[config.mk]
export PLATFORM = sky130hd
export DESIGN_NAME = shift_sequencer_flat
export DESIGN_NICKNAME = d
export VERILOG_FILES = /design/src/rtl/shift_sequencer_if.sv /design/src/rtl/shift_sequencer.sv /design/src/flat_wrapper.sv
export SDC_FILE = /design/constraint.sdc
export NUM_CORES = 1
export LEC_CHECK = 0
export BUFFER_PORTS_ARGS = -buffer_cell sky130_fd_sc_hd__buf_2
export CAP_MARGIN = 15
export CORE_MARGIN = 4
export CORE_UTILIZATION = 30
export CTS_CLUSTER_DIAMETER = 150
export CTS_CLUSTER_SIZE = 10
export DETAILED_ROUTE_END_ITERATION = 6
export SLEW_MARGIN = 20
export SYNTH_ARGS = -nofsm -noshare
export SYNTH_HDL_FRONTEND = slang
export SYNTH_SLANG_ARGS = --single-unit
[constraint.sdc]
create_clock -name clk -period 1.55 [get_ports clk]
set_input_delay 0.31 -clock clk [delete_from_list [all_inputs] [get_ports clk]]
set_output_delay 0.31 -clock clk [all_outputs]
set_load 0.005 [all_outputs]
[src/rtl/shift_sequencer_if.sv]
`default_nettype none
// ============================================================================
// Module      : shift_sequencer_if
// Description : Request, shifter and result signals of shift_sequencer.
//               master = client/shifter side, slave = sequencer side.
// Revision    : 1.0 - initial release
// ============================================================================
interface shift_sequencer_if #(
    parameter int WIDTH = 8,
    parameter int CNT_W = 4
);
    logic [1:0]         req_valid;
    logic [1:0]         req_ready;
    logic [0:WIDTH-1]   req_data0;
    logic [0:WIDTH-1]   req_data1;
    logic [CNT_W-1:0]   req_cnt0;
    logic [CNT_W-1:0]   req_cnt1;
    logic [0:WIDTH-1]   sh_ip;
    logic [0:WIDTH-1]   sh_op;
    logic               res_valid;
    logic               res_ready;
    logic [0:WIDTH-1]   res_data;
    logic               res_id;
    logic               busy;

    modport master (
        output req_valid, req_data0, req_data1, req_cnt0, req_cnt1,
        output sh_op, res_ready,
        input  req_ready, sh_ip, res_valid, res_data, res_id, busy
    );

    modport slave (
        input  req_valid, req_data0, req_data1, req_cnt0, req_cnt1,
        input  sh_op, res_ready,
        output req_ready, sh_ip, res_valid, res_data, res_id, busy
    );
endinterface
`default_nettype wire

[src/rtl/shift_sequencer.sv]
`default_nettype none
// ============================================================================
// Module      : shift_sequencer
// Description : Shares one external combinational shifter between two
//               requesters. Round-robin accepts a word and a pass count,
//               feeds the word through the shifter once per clock for that
//               many passes, then holds the result under valid/ready.
// Revision    : 1.0 - initial release
// ============================================================================
module shift_sequencer #(
    parameter int WIDTH = 8,
    parameter int CNT_W = 4
) (
    input  wire logic           clk,
    input  wire logic           rst,
    shift_sequencer_if.slave    bus
);

    typedef enum logic [1:0] {
        ST_IDLE = 2'd0,
        ST_RUN  = 2'd1,
        ST_DONE = 2'd2
    } state_t;

    state_t             r_state;
    state_t             w_state_next;
    logic [0:WIDTH-1]   r_work;
    logic [CNT_W-1:0]   r_cnt;
    logic               r_id;
    logic               r_last_grant;

    logic               w_grant_vld;
    logic               w_grant_id;
    logic [0:WIDTH-1]   w_sel_data;
    logic [CNT_W-1:0]   w_sel_cnt;

    // Round-robin arbitration, only meaningful while idle
    always_comb begin
        w_grant_vld = 1'b0;
        w_grant_id  = 1'b0;
        if (r_state == ST_IDLE) begin
            case (bus.req_valid)
                2'b01:   begin w_grant_vld = 1'b1; w_grant_id = 1'b0;          end
                2'b10:   begin w_grant_vld = 1'b1; w_grant_id = 1'b1;          end
                2'b11:   begin w_grant_vld = 1'b1; w_grant_id = ~r_last_grant; end
                default: begin w_grant_vld = 1'b0; w_grant_id = 1'b0;          end
            endcase
        end
    end

    assign w_sel_data = w_grant_id ? bus.req_data1 : bus.req_data0;
    assign w_sel_cnt  = w_grant_id ? bus.req_cnt1  : bus.req_cnt0;

    // State register
    always_ff @(posedge clk or posedge rst) begin
        if (rst) begin
            r_state <= ST_IDLE;
        end else begin
            r_state <= w_state_next;
        end
    end

    // Next-state decode; a zero count skips RUN and goes straight to DONE
    always_comb begin
        w_state_next = r_state;
        case (r_state)
            ST_IDLE: begin
                if (w_grant_vld) begin
                    w_state_next = (w_sel_cnt == '0) ? ST_DONE : ST_RUN;
                end
            end
            ST_RUN: begin
                if (r_cnt == CNT_W'(1)) begin
                    w_state_next = ST_DONE;
                end
            end
            ST_DONE: begin
                if (bus.res_ready) begin
                    w_state_next = ST_IDLE;
                end
            end
            default: w_state_next = ST_IDLE;
        endcase
    end

    // Work register, pass counter and grant bookkeeping
    always_ff @(posedge clk or posedge rst) begin
        if (rst) begin
            r_work       <= '0;
            r_cnt        <= '0;
            r_id         <= 1'b0;
            r_last_grant <= 1'b1;
        end else begin
            case (r_state)
                ST_IDLE: begin
                    if (w_grant_vld) begin
                        r_work       <= w_sel_data;
                        r_cnt        <= w_sel_cnt;
                        r_id         <= w_grant_id;
                        r_last_grant <= w_grant_id;
                    end
                end
                ST_RUN: begin
                    // RUN is only entered with a non-zero count, so no underflow
                    r_work <= bus.sh_op;
                    r_cnt  <= r_cnt - CNT_W'(1);
                end
                default: ;
            endcase
        end
    end

    assign bus.req_ready = w_grant_vld ? (w_grant_id ? 2'b10 : 2'b01) : 2'b00;
    assign bus.sh_ip     = r_work;
    assign bus.res_data  = r_work;
    assign bus.res_valid = (r_state == ST_DONE);
    assign bus.res_id    = r_id;
    assign bus.busy      = (r_state != ST_IDLE);

endmodule
`default_nettype wire

[src/flat_wrapper.sv]
// flat-port wrapper written by rule: the top's interface ports become plain ports
module shift_sequencer_flat 
#(
    parameter int WIDTH = 8,
    parameter int CNT_W = 4
)
  (clk, rst, bus_req_valid, bus_req_data0, bus_req_data1, bus_req_cnt0, bus_req_cnt1, bus_sh_op, bus_res_ready, bus_req_ready, bus_sh_ip, bus_res_valid, bus_res_data, bus_res_id, bus_busy);
  shift_sequencer_if #(.WIDTH(WIDTH), .CNT_W(CNT_W)) bus_i ();
  input  wire logic clk;
  input  wire logic rst;
  input wire logic [$bits(bus_i.req_valid)-1:0] bus_req_valid;
  input wire logic [$bits(bus_i.req_data0)-1:0] bus_req_data0;
  input wire logic [$bits(bus_i.req_data1)-1:0] bus_req_data1;
  input wire logic [$bits(bus_i.req_cnt0)-1:0] bus_req_cnt0;
  input wire logic [$bits(bus_i.req_cnt1)-1:0] bus_req_cnt1;
  input wire logic [$bits(bus_i.sh_op)-1:0] bus_sh_op;
  input wire logic [$bits(bus_i.res_ready)-1:0] bus_res_ready;
  output wire logic [$bits(bus_i.req_ready)-1:0] bus_req_ready;
  output wire logic [$bits(bus_i.sh_ip)-1:0] bus_sh_ip;
  output wire logic [$bits(bus_i.res_valid)-1:0] bus_res_valid;
  output wire logic [$bits(bus_i.res_data)-1:0] bus_res_data;
  output wire logic [$bits(bus_i.res_id)-1:0] bus_res_id;
  output wire logic [$bits(bus_i.busy)-1:0] bus_busy;
  assign bus_i.req_valid = bus_req_valid;
  assign bus_i.req_data0 = bus_req_data0;
  assign bus_i.req_data1 = bus_req_data1;
  assign bus_i.req_cnt0 = bus_req_cnt0;
  assign bus_i.req_cnt1 = bus_req_cnt1;
  assign bus_i.sh_op = bus_sh_op;
  assign bus_i.res_ready = bus_res_ready;
  assign bus_req_ready = bus_i.req_ready;
  assign bus_sh_ip = bus_i.sh_ip;
  assign bus_res_valid = bus_i.res_valid;
  assign bus_res_data = bus_i.res_data;
  assign bus_res_id = bus_i.res_id;
  assign bus_busy = bus_i.busy;
  shift_sequencer #(.WIDTH(WIDTH), .CNT_W(CNT_W)) u_core (.clk(clk), .rst(rst), .bus(bus_i));
endmodule
* Yosys cells after proc, flatten, opt, wreduce, memory -nomap -nowiden
Index checks and enable logic that the tools add are counted.
** Operators by class
- Bitwise gates (word level) :: 1
- $add $sub $neg :: 1
- Equality and inequality tests :: 9
- Muxes and demuxes :: 17
- Reductions and logical operators :: 8
** Operator list (count)
- $mux W8 :: 2
- $pmux W8 S2 :: 1
- $mux W2 :: 6
- $mux W4 :: 2
- $pmux W4 S2 :: 1
- $eq A2 B2 Y1 const B :: 3
- $pmux W2 S3 :: 1
- $eq A2 B1 Y1 const B :: 2
- $eq A4 B1 Y1 const B :: 1
- $logic_not A4 Y1 :: 1
- $ne A2 B1 Y1 const B :: 2
- $reduce_and A2 Y1 :: 2
- $reduce_bool A2 Y1 :: 2
- $sub A4 B1 Y4 const B :: 1
- $mux W1 :: 3
- $reduce_and A3 Y1 :: 1
- $reduce_or A3 Y1 :: 1
- $logic_not A2 Y1 :: 1
- $ne A2 B2 Y1 const B :: 1
- $pmux W1 S2 :: 1
- $not A1 Y1 :: 1
** Word-level totals
- Bits in registers :: 16
- Output and inout bits :: 21
- Bits of input ports :: 37

* Longest topological paths before layout
Gate-level depths: netlist (run 1).
- Word-level depth :: 8
- Depth in mapped cells :: 6

* Worst setup path before layout (run 1)
Ideal clock, no wire load.
- Path kind :: register to register
- Start :: reg u_core.r_last_grant
- End :: reg u_core.r_state[0]
- Cell stages (with the launch flop) :: 6
- Clock period less this slack :: 1316 ps
- Slack :: 234 ps
- Path buffers :: 1
- Data required time :: 1469 ps
- Data arrival time :: 1236 ps
- Cell sequence :: dfstp_2 -> a21boi_2 -> buf_6 -> nand2_8 -> mux2_4 -> o22ai_2
** On the way
- Word-level cells in the longest chain between the ends :: 8
** Ends and longest elaborated chain
- start: declaration :: line shift_sequencer.sv:30 : logic r_last_grant;
- start signal: assignment :: line shift_sequencer.sv:100 : r_last_grant <= w_grant_id;
- $not A1 Y1 :: line shift_sequencer.sv:45 : 2'b11: begin w_grant_vld = 1'b1; w_grant_id = ~r_last_grant; end
- $pmux W1 S2 :: line shift_sequencer.sv:42 : case (bus.req_valid)
- $mux W1 :: line shift_sequencer.sv:41 : if (r_state == ST_IDLE) begin
- $mux W4 :: line shift_sequencer.sv:52 : assign w_sel_cnt = w_grant_id ? bus.req_cnt1 : bus.req_cnt0;
- $logic_not A4 Y1 :: line shift_sequencer.sv:69 : w_state_next = (w_sel_cnt == '0) ? ST_DONE : ST_RUN;
- $mux W2 :: line shift_sequencer.sv:69
- $mux W2 :: line shift_sequencer.sv:68 : if (w_grant_vld) begin
- $pmux W2 S3 :: line shift_sequencer.sv:66 : case (r_state)
- end signal: assignment :: line shift_sequencer.sv:59 : r_state <= w_state_next;
- end: declaration :: line shift_sequencer.sv:25 : state_t r_state;
Every way passes these cells. The select of a mux whose other input is x is not followed.
A chain may end at the register's enable or synchronous reset.

* Final worst setup path (run 1)
- Start :: reg u_core.r_state[0]
- End :: out bus_req_ready[0]
** On the way
- Word-level cells in the longest chain between the ends :: 4
- Elaborated cells on any way between the ends :: 5
- Classes of those cells :: mux (4); reduce/logical (1)
** Ends and longest elaborated chain
- $logic_not A2 Y1 * :: line shift_sequencer.sv:41
- $mux W1 :: line shift_sequencer.sv:41
- $mux W2 :: line shift_sequencer.sv:113 : assign bus.req_ready = w_grant_vld ? (w_grant_id ? 2'b10 : 2'b01) : 2'b00;
- $mux W2 * :: line shift_sequencer.sv:113
- end: declaration :: line flat_wrapper.sv:18 : output wire logic [$bits(bus_i.req_ready)-1:0] bus_req_ready;
Every way passes the cells marked *; elsewhere a longest branch is shown, timed or not.

==> summary.txt, run 1 <==
Outcome
  – Status: completed

Timing
  – Final Slew Violations: 0
  – Worst Tran Pin Value: 0.623 ns
  – # setup viols final: 0
  – Period Utilization, post-route: 99.9%
  – RSZ-0062 raised after global routing: yes
  – Fmax: 646 MHz
  – Worst rel slew slack: 58.4%
  – Hold Fails Final Rpt: 0
  – Clock skew: 0.00634 ns
  – Setup TNS: 0 ns
  – Final min period: 1.55 ns

Final layout
  – Area growth syn-to-layout: 44.0%
  – Nets: 209
  – Post-route cell area: 0.00145 sq mm
  – Most common cell after layout, fill and taps aside: buf_2
  – Most frequent cells in the layout: buf_2, buf_4, dfrtp_1, o21ai_0, mux2i_1
  – Antenna fix cells: 0
  – Layout cells sized above 1: 53.3%

Worst setup path
  – Crit-path cells: nor2_4 > nand2_2 > a21oi_2 > buf_2
  – CP Launch Type: flop
  – Critical path arrival: 1.24 ns
  – Slowest CP cell: dfrtp_2
  – WP buf/inv: 1
  – CP delay by family, top: flip-flops
  – Worst Path Max Fanout: 3
  – Crit Path Class: flop to output pin
  – Setup crit end kind: output pin
  – CP Data Required Time: 1.24 ns
  – CP max stage delay: 0.44 ns

Logic synthesis
  – Yosys top cell by area: dfrtp_1
  – Synth Cell Area: 0.00101 sq mm
  – Synth area leaders: dfrtp_1, mux2i_1, a22oi_1
  – Ys flop type: dfrtp_1
  – Register area share after synthesis: 39.8%
  – Mapped Avg Cell Area: 9.51 sq um
  – Syn. warnings: 0
  – Cells after Synth: 106
  – Yosys reg bits: 16
  – Synth unique cells: 31
  – EDFF count, synth: 0
  – Net count after synthesis: 145
  – Fraction of registers with async set or reset after synthesis: 100%
  – Yosys top cell area share: 37.2%

Power and ir drop
  – Lkg Pwr: 0.731 nW
  – Switching power total: 0.000958 W
  – Switch share: 39.4%
  – P_int: 0.00147 W
  – Pwr dens: 1670 mW/mm^2
  – Sequential cell fraction of total power: 33.2%
  – Max VDD drop: 0.000769 V
  – Portion of total power attributed to the clock network: 11.4%
  – Comb power frac: 55.4%

Routing
  – Total Wirelength: 2790 um
  – First-pass detailed-route iteration total: 4
  – Post-DR wirelength/cell: 13.1 um
  – Via count: 1,022
  – DR iter-0 viols: 16
  – ANT nets after route: 0
  – Residual DRC: 0
  – Vias per inst: 4.80

Clock network
  – CTS root buf: clkbuf_4
  – CTS tree: done
  – TritonCTS Buffers: 3
  – Clk Latency, worst-skew pair: 0.29 ns
  – # hold bufs at CTS: 0
  – Clock buffer depth: 2
  – Worst-path clk slew: 0.10 ns
  – Clock sink count: 16
  – CTS H-tree lvls: 1

Floorplan
  – Die Height: 66.0 um
  – Core area: 0.00313 sq mm
  – Initial Util: 32.2%
  – Num rows: 20
  – I/O pin count: 58
  – DIE AREA: 0.00435 sq mm
  – Die W: 66.0 um

Hold path
  – Hold Path Class: primary input to async pin

Global route
  – Initial antenna violation count: 0
  – Overall Global Routing Usage: 11.9%
  – Vias in the first global route: 915
  – First-pass GRT wire length: 4070 um
  – Largest net degree at the start of global routing: 17
  – Total gr overflow: 0

Run
  – Max cap viols: 0

Placed design
  – Post-DP HPWL: 2080 um
  – I/O Buffers: 57
  – RePlAce Congestion: 0.839
  – Post-DP Area: 0.00129 sq mm
[final cells by class]
type / instances / area [sq um]
fillers: 311 / 1680
multi-input cells: 71 / 519
repair buffers: 71 / 407
flip-flops and latches: 16 / 404
well taps: 44 / 55.1
clock buffers: 4 / 36.3
inverters: 7 / 31.3
[synthesized netlist by cell type (3+ instances only)]
cell type,count
nor2_1,6
nor3_1,10
inv_1,7
a22oi_1,8
o21ai_0,10
mux2i_1,9
nand2_1,4
a21oi_1,3
buf_4,8
dfrtp_1,15
[power by group through the flow]
stage	registers [W]	clock network, W	logic [W]
CTS	0.000804	0.000290	0.00125
floorplan	0.000815	0	0.000813
finish	0.000808	0.000277	0.00135
global placement	0.000812	0	0.00112
global route	0.000830	0.000315	0.00150
detailed placement	0.000826	0	0.00113
[path summary, 6_finish.rpt]
| path | from | endpoint | slack [ns] | cells past startpoint |
|---|---|---|---|---|
| setup / recovery | u_core.r_state[0]$_DFFE_PP0P_ | bus_req_ready[0] | 0.001 | 4 |
| hold reg to reg | u_core.bus.res_id$_DFFE_PP0P_ | u_core.bus.res_id$_DFFE_PP0P_ | 0.48 | 2 |
| min in group clk | bus_sh_op[2] | u_core.bus.res_data[5]$_DFFE_PP0P_ | 0.26 | 3 |
| setup reg to reg | u_core.r_state[0]$_DFFE_PP0P_ | u_core.r_cnt[0]$_DFFE_PP0P_ | 0.10 | 6 |
| hold / removal | rst | u_core.bus.res_id$_DFFE_PP0P_ | 0.08 | 2 |
| max in group asynchronous | rst | u_core.r_state[0]$_DFFE_PP0P_ | 1.03 | 2 |
[per-stage QoR]
| step | worst slack [ns] | total power [W] | cells | util [%] | hold WS, ns |
|---|---|---|---|---|---|
| final | 0.00145 | 0.00243 | 213 | 46.4 | 0.0770 |
| after global routing | -0.0626 | 0.00264 | 213 | 46.4 | 0.0969 |
| after CTS | -0.00814 | 0.00235 | 208 | 44.2 | 0.0984 |
| after detailed placement | 0.0601 | 0.00195 | 198 | 41.1 | 0.421 |
| after global placement | 0.118 | 0.00194 | 198 | 41.1 | 0.427 |
| after floorplan | 0.234 | 0.00163 | 106 | - | 0.223 |
[kinds of logic (layout without fill, tap and decap cells)]
group	count (synthesis)	after routing	synth area share, %
AOI/OAI and AO/OA	28	28	18.4
and+or+nand+nor	30	30	17.0
xor gates and xnor gates	1	1	0.869
buffers and inverters	19	82	11.0
DFF	16	16	39.8
muxes	10	10	10.4
adders and majority gates	2	2	2.48
[routing by layer]
metal	GRT usage, %	routed length (um)	vias up	share of wire [%]
met3	4.08	310	2	11
met4	2.28	14	0	0.50
met1	15.7	1170	469	42
met2	18.8	1300	50	46
li1	-	-	501	-
met5	0	0	-	0
[sequential cells by signal, summed over array words and instances (netlist names)]
| name | flops |
|---|---|
| u_core.bus.res_data | 8 |
| u_core.bus.res_id | 1 |
| u_core.r_cnt | 4 |
| u_core.r_last_grant | 1 |
| u_core.r_state | 2 |
[timing repair]
item / CTS / global route
setup buffers: 6 / 5
cloned: 0 / 0
resized for setup: 6 / 9
endpoints found under the setup margin: 2 / 5
pin swaps: 3 / 3
(Power assumes the default switching activity.)
==> run 2, diff against run 1 <==
--- a/config.mk
+++ b/config.mk
@@ -7,6 +7,7 @@
 export LEC_CHECK = 0
 export BUFFER_PORTS_ARGS = -buffer_cell sky130_fd_sc_hd__buf_2
 export CAP_MARGIN = 15
+export CORE_ASPECT_RATIO = 1.5
 export CORE_MARGIN = 4
 export CORE_UTILIZATION = 30
 export CTS_CLUSTER_DIAMETER = 150
==> run 2 against run 1 <==
The flow now finishes with violations (setup timing). Clock-buffer cell count is the same. Largest power group unchanged. Sequential share of layout area rose by 1.0 points. Register-to-register slack gained 0.06 ns. Sequential power grew 0.5%. Global-route usage grew 0.18 points. Die area increased by 0.44%. Critical path depth did not move. Clock skew grew 0.0017 ns.
==> summary.txt, run 2 (synthesis gave the netlist of run 1 again) <==
Global route
  – First-pass GRT wire length: 4320 um (+6.1%)
  – Largest net degree at the start of global routing: 17 (unchanged)
  – Overall Global Routing Usage: 12.0% (+0.18 points)
  – Vias in the first global route: 1,014 (+11%)
  – Total gr overflow: 0 (unchanged)
  – Initial antenna violation count: 0 (unchanged)

Routing
  – Max Used Layer: met4
  – Metal-1 WL: 1070 um (-8.4%)
  – Residual DRC: 0 (unchanged)
  – Vias per inst: 4.99 (+4.0%)
  – Total Wirelength: 2770 um (-0.86%)
  – Metal2 WL: 1380 um (+6.2%)
  – First-pass detailed-route iteration total: 4 (unchanged)
  – ANT nets after route: 0 (unchanged)
  – DR iter-0 viols: 28 (+12)
  – Via count: 1,018 (-0.39%)
  – Post-DR wirelength/cell: 13.6 um (+3.5%)
  – Met3 WL: 265 um (-15%)

Timing
  – Hold Fails Final Rpt: 0 (unchanged)
  – Final Slew Violations: 0 (unchanged)
  – # setup viols final: 1 (+1)
  – Final min period: 1.60 ns (+0.0475 ns)
  – Period Utilization, post-route: 103% (+3.1 points)
  – RSZ-0062 raised after global routing: yes
  – Fmax: 627 MHz (-3.0%)
  – Setup WS post-layout: -0.0460 ns (-0.0475 ns)
  – Clock skew: 0.00800 ns (+0.00166 ns)
  – Worst Tran Pin Value: 0.631 ns (+0.00816 ns)
  – Worst rel slew slack: 57.9% (-0.54 points)
  – Final Hold Slack: 0.132 ns (+0.0553 ns)

Final layout
  – Max FFs per register: 8 (unchanged)
  – Layout Cells excl Fill: 204 (-4.2%)
  – Nets: 204 (-2.4%)
  – Most common cell after layout, fill and taps aside: buf_2
  – Layout cells sized above 1: 50.0% (-3.3 points)
  – Area growth syn-to-layout: 39.0%
  – Antenna fix cells: 0 (unchanged)
  – Util after Layout: 43.9% (-2.5 points)
  – Most frequent cells in the layout: buf_2, dfrtp_1, o21ai_0, nor3_1

Power and ir drop
  – Max VDD drop: 0.00105 V (+37%)
  – Lkg Pwr: 0.704 nW (-3.6%)
  – Pwr dens: 1720 mW/mm^2 (+2.6%)
  – Tot Pwr: 0.00241 W (-1.0%)

Clock network
  – CTS tree: done
  – Worst-path clk slew: 0.07 ns (-0.03 ns)
  – Clock sink count: 16 (unchanged)
  – CTS H-tree lvls: 1 (unchanged)
  – TritonCTS Buffers: 3 (unchanged)
  – # hold bufs at CTS: 0 (unchanged)
  – Clk Latency, worst-skew pair: 0.25 ns (-0.04 ns)
  – Clock buffer depth: 2 (unchanged)
  – CTS root buf: clkbuf_8

Worst setup path
  – CP Data Required Time: 1.24 ns (about the same)
  – Worst Path Max Fanout: 5 (+2)
  – Crit Path Class: flop to output pin
  – Critical path arrival: 1.29 ns (+0.05 ns)
  – CP max stage delay: 0.43 ns (about the same)
  – CP Launch Type: flop
  – Setup crit end kind: output pin
  – Slowest CP cell: dfrtp_2
  – Crit-path cells: nor2_4 > nand2_2 > a21oi_2 > buf_2

Floorplan
  – Num rows: 25 (+25%)
  – DIE AREA: 0.00437 sq mm (+0.44%)
  – Core area: 0.00319 sq mm (+2.0%)
  – Die W: 55.3 um (-16%)
  – Die Height: 79.0 um (+20%)
  – I/O pin count: 58 (unchanged)
  – Initial Util: 31.6% (-0.63 points)

Hold path
  – Hold Path Class: primary input to async pin

Placed design
  – Placed insts: 195 (-1.5%)
  – I/O Buffers: 57 (unchanged)
  – Post-DP HPWL: 2120 um (+2.2%)
  – RePlAce Congestion: 0.794 (-5.4%)

Outcome
  – Status: finished with violations
  – Failing checks: setup timing

Run
  – Max cap viols: 0 (unchanged)
-- run 2: critical path, delay by kind of cell (launching register included) --
| family | cells | cell delay [ns] |
|---|---|---|
| buffers and inverters | 1 | 0.13 |
| and+or+nand+nor | 2 | 0.34 |
| AOI/OAI and AO/OA | 1 | 0.13 |
| DFF | 1 | 0.43 |
-- run 2: repair_timing --
action                     4_1_cts  5_1_grt
pin swaps                        2        2
buffers inserted                 3        2
setup endpoints to repair        2        2
gates resized for setup          5        5
-- run 2: per-stage QoR --
stage / setup TNS, ns / setup slack (ns) / cell area [sq um]
after floorplan: 0 / 0.234 / 1010
after global placement: 0 / 0.0968 / 1290
after detailed placement: 0 / 0.0682 / 1290
after CTS: 0 / 0.00752 / 1370
after global routing: -0.133 / -0.0944 / 1400
final: -0.0460 / -0.0460 / 1400
-- run 2: area by class of cell --
cell class                      count  area [sq um]
Sequential cell                    16           404
Timing Repair Buffer               66           359
Inverter                            7          31.3
Multi-Input combinational cell     71           512
Clock buffer                        4          45.0
Tap cell                           40          50.0
Fill cell                         340          1790
-- run 2: final timing paths --
kind	from	endpoint	slack [ns]	cells past startpoint
worst max-delay path	u_core.r_state[0]$_DFFE_PP0P_	bus_req_ready[0]	-0.05	4
min in group clk	bus_sh_op[3]	u_core.bus.res_data[4]$_DFFE_PP0P_	0.30	3
worst min register to register	u_core.bus.res_id$_DFFE_PP0P_	u_core.bus.res_id$_DFFE_PP0P_	0.48	2
worst min-delay path	rst	u_core.r_cnt[2]$_DFFE_PP0P_	0.13	2
worst max register to register	u_core.r_state[0]$_DFFE_PP0P_	u_core.r_cnt[0]$_DFFE_PP0P_	0.16	5
max in group asynchronous	rst	u_core.r_state[1]$_DFFE_PP0P_	0.97	2
-- run 2: routing by layer --
layer | track usage (%) | up-vias
li1 | - | 491
met1 | 13.6 | 471
met2 | 21.7 | 50
met3 | 3.90 | 6
met4 | 2.92 | 0
met5 | 0 | -
-- run 2: report_power, final --
group / leakage (nW) / switching (W) / total, W / internal (W)
registers: 0.186 / 0.000170 / 0.000812 / 0.000642
logic: 0.495 / 0.000642 / 0.00127 / 0.000624
clock network: 0.0228 / 0.000147 / 0.000329 / 0.000182
total: 0.704 / 0.000959 / 0.00241 / 0.00145
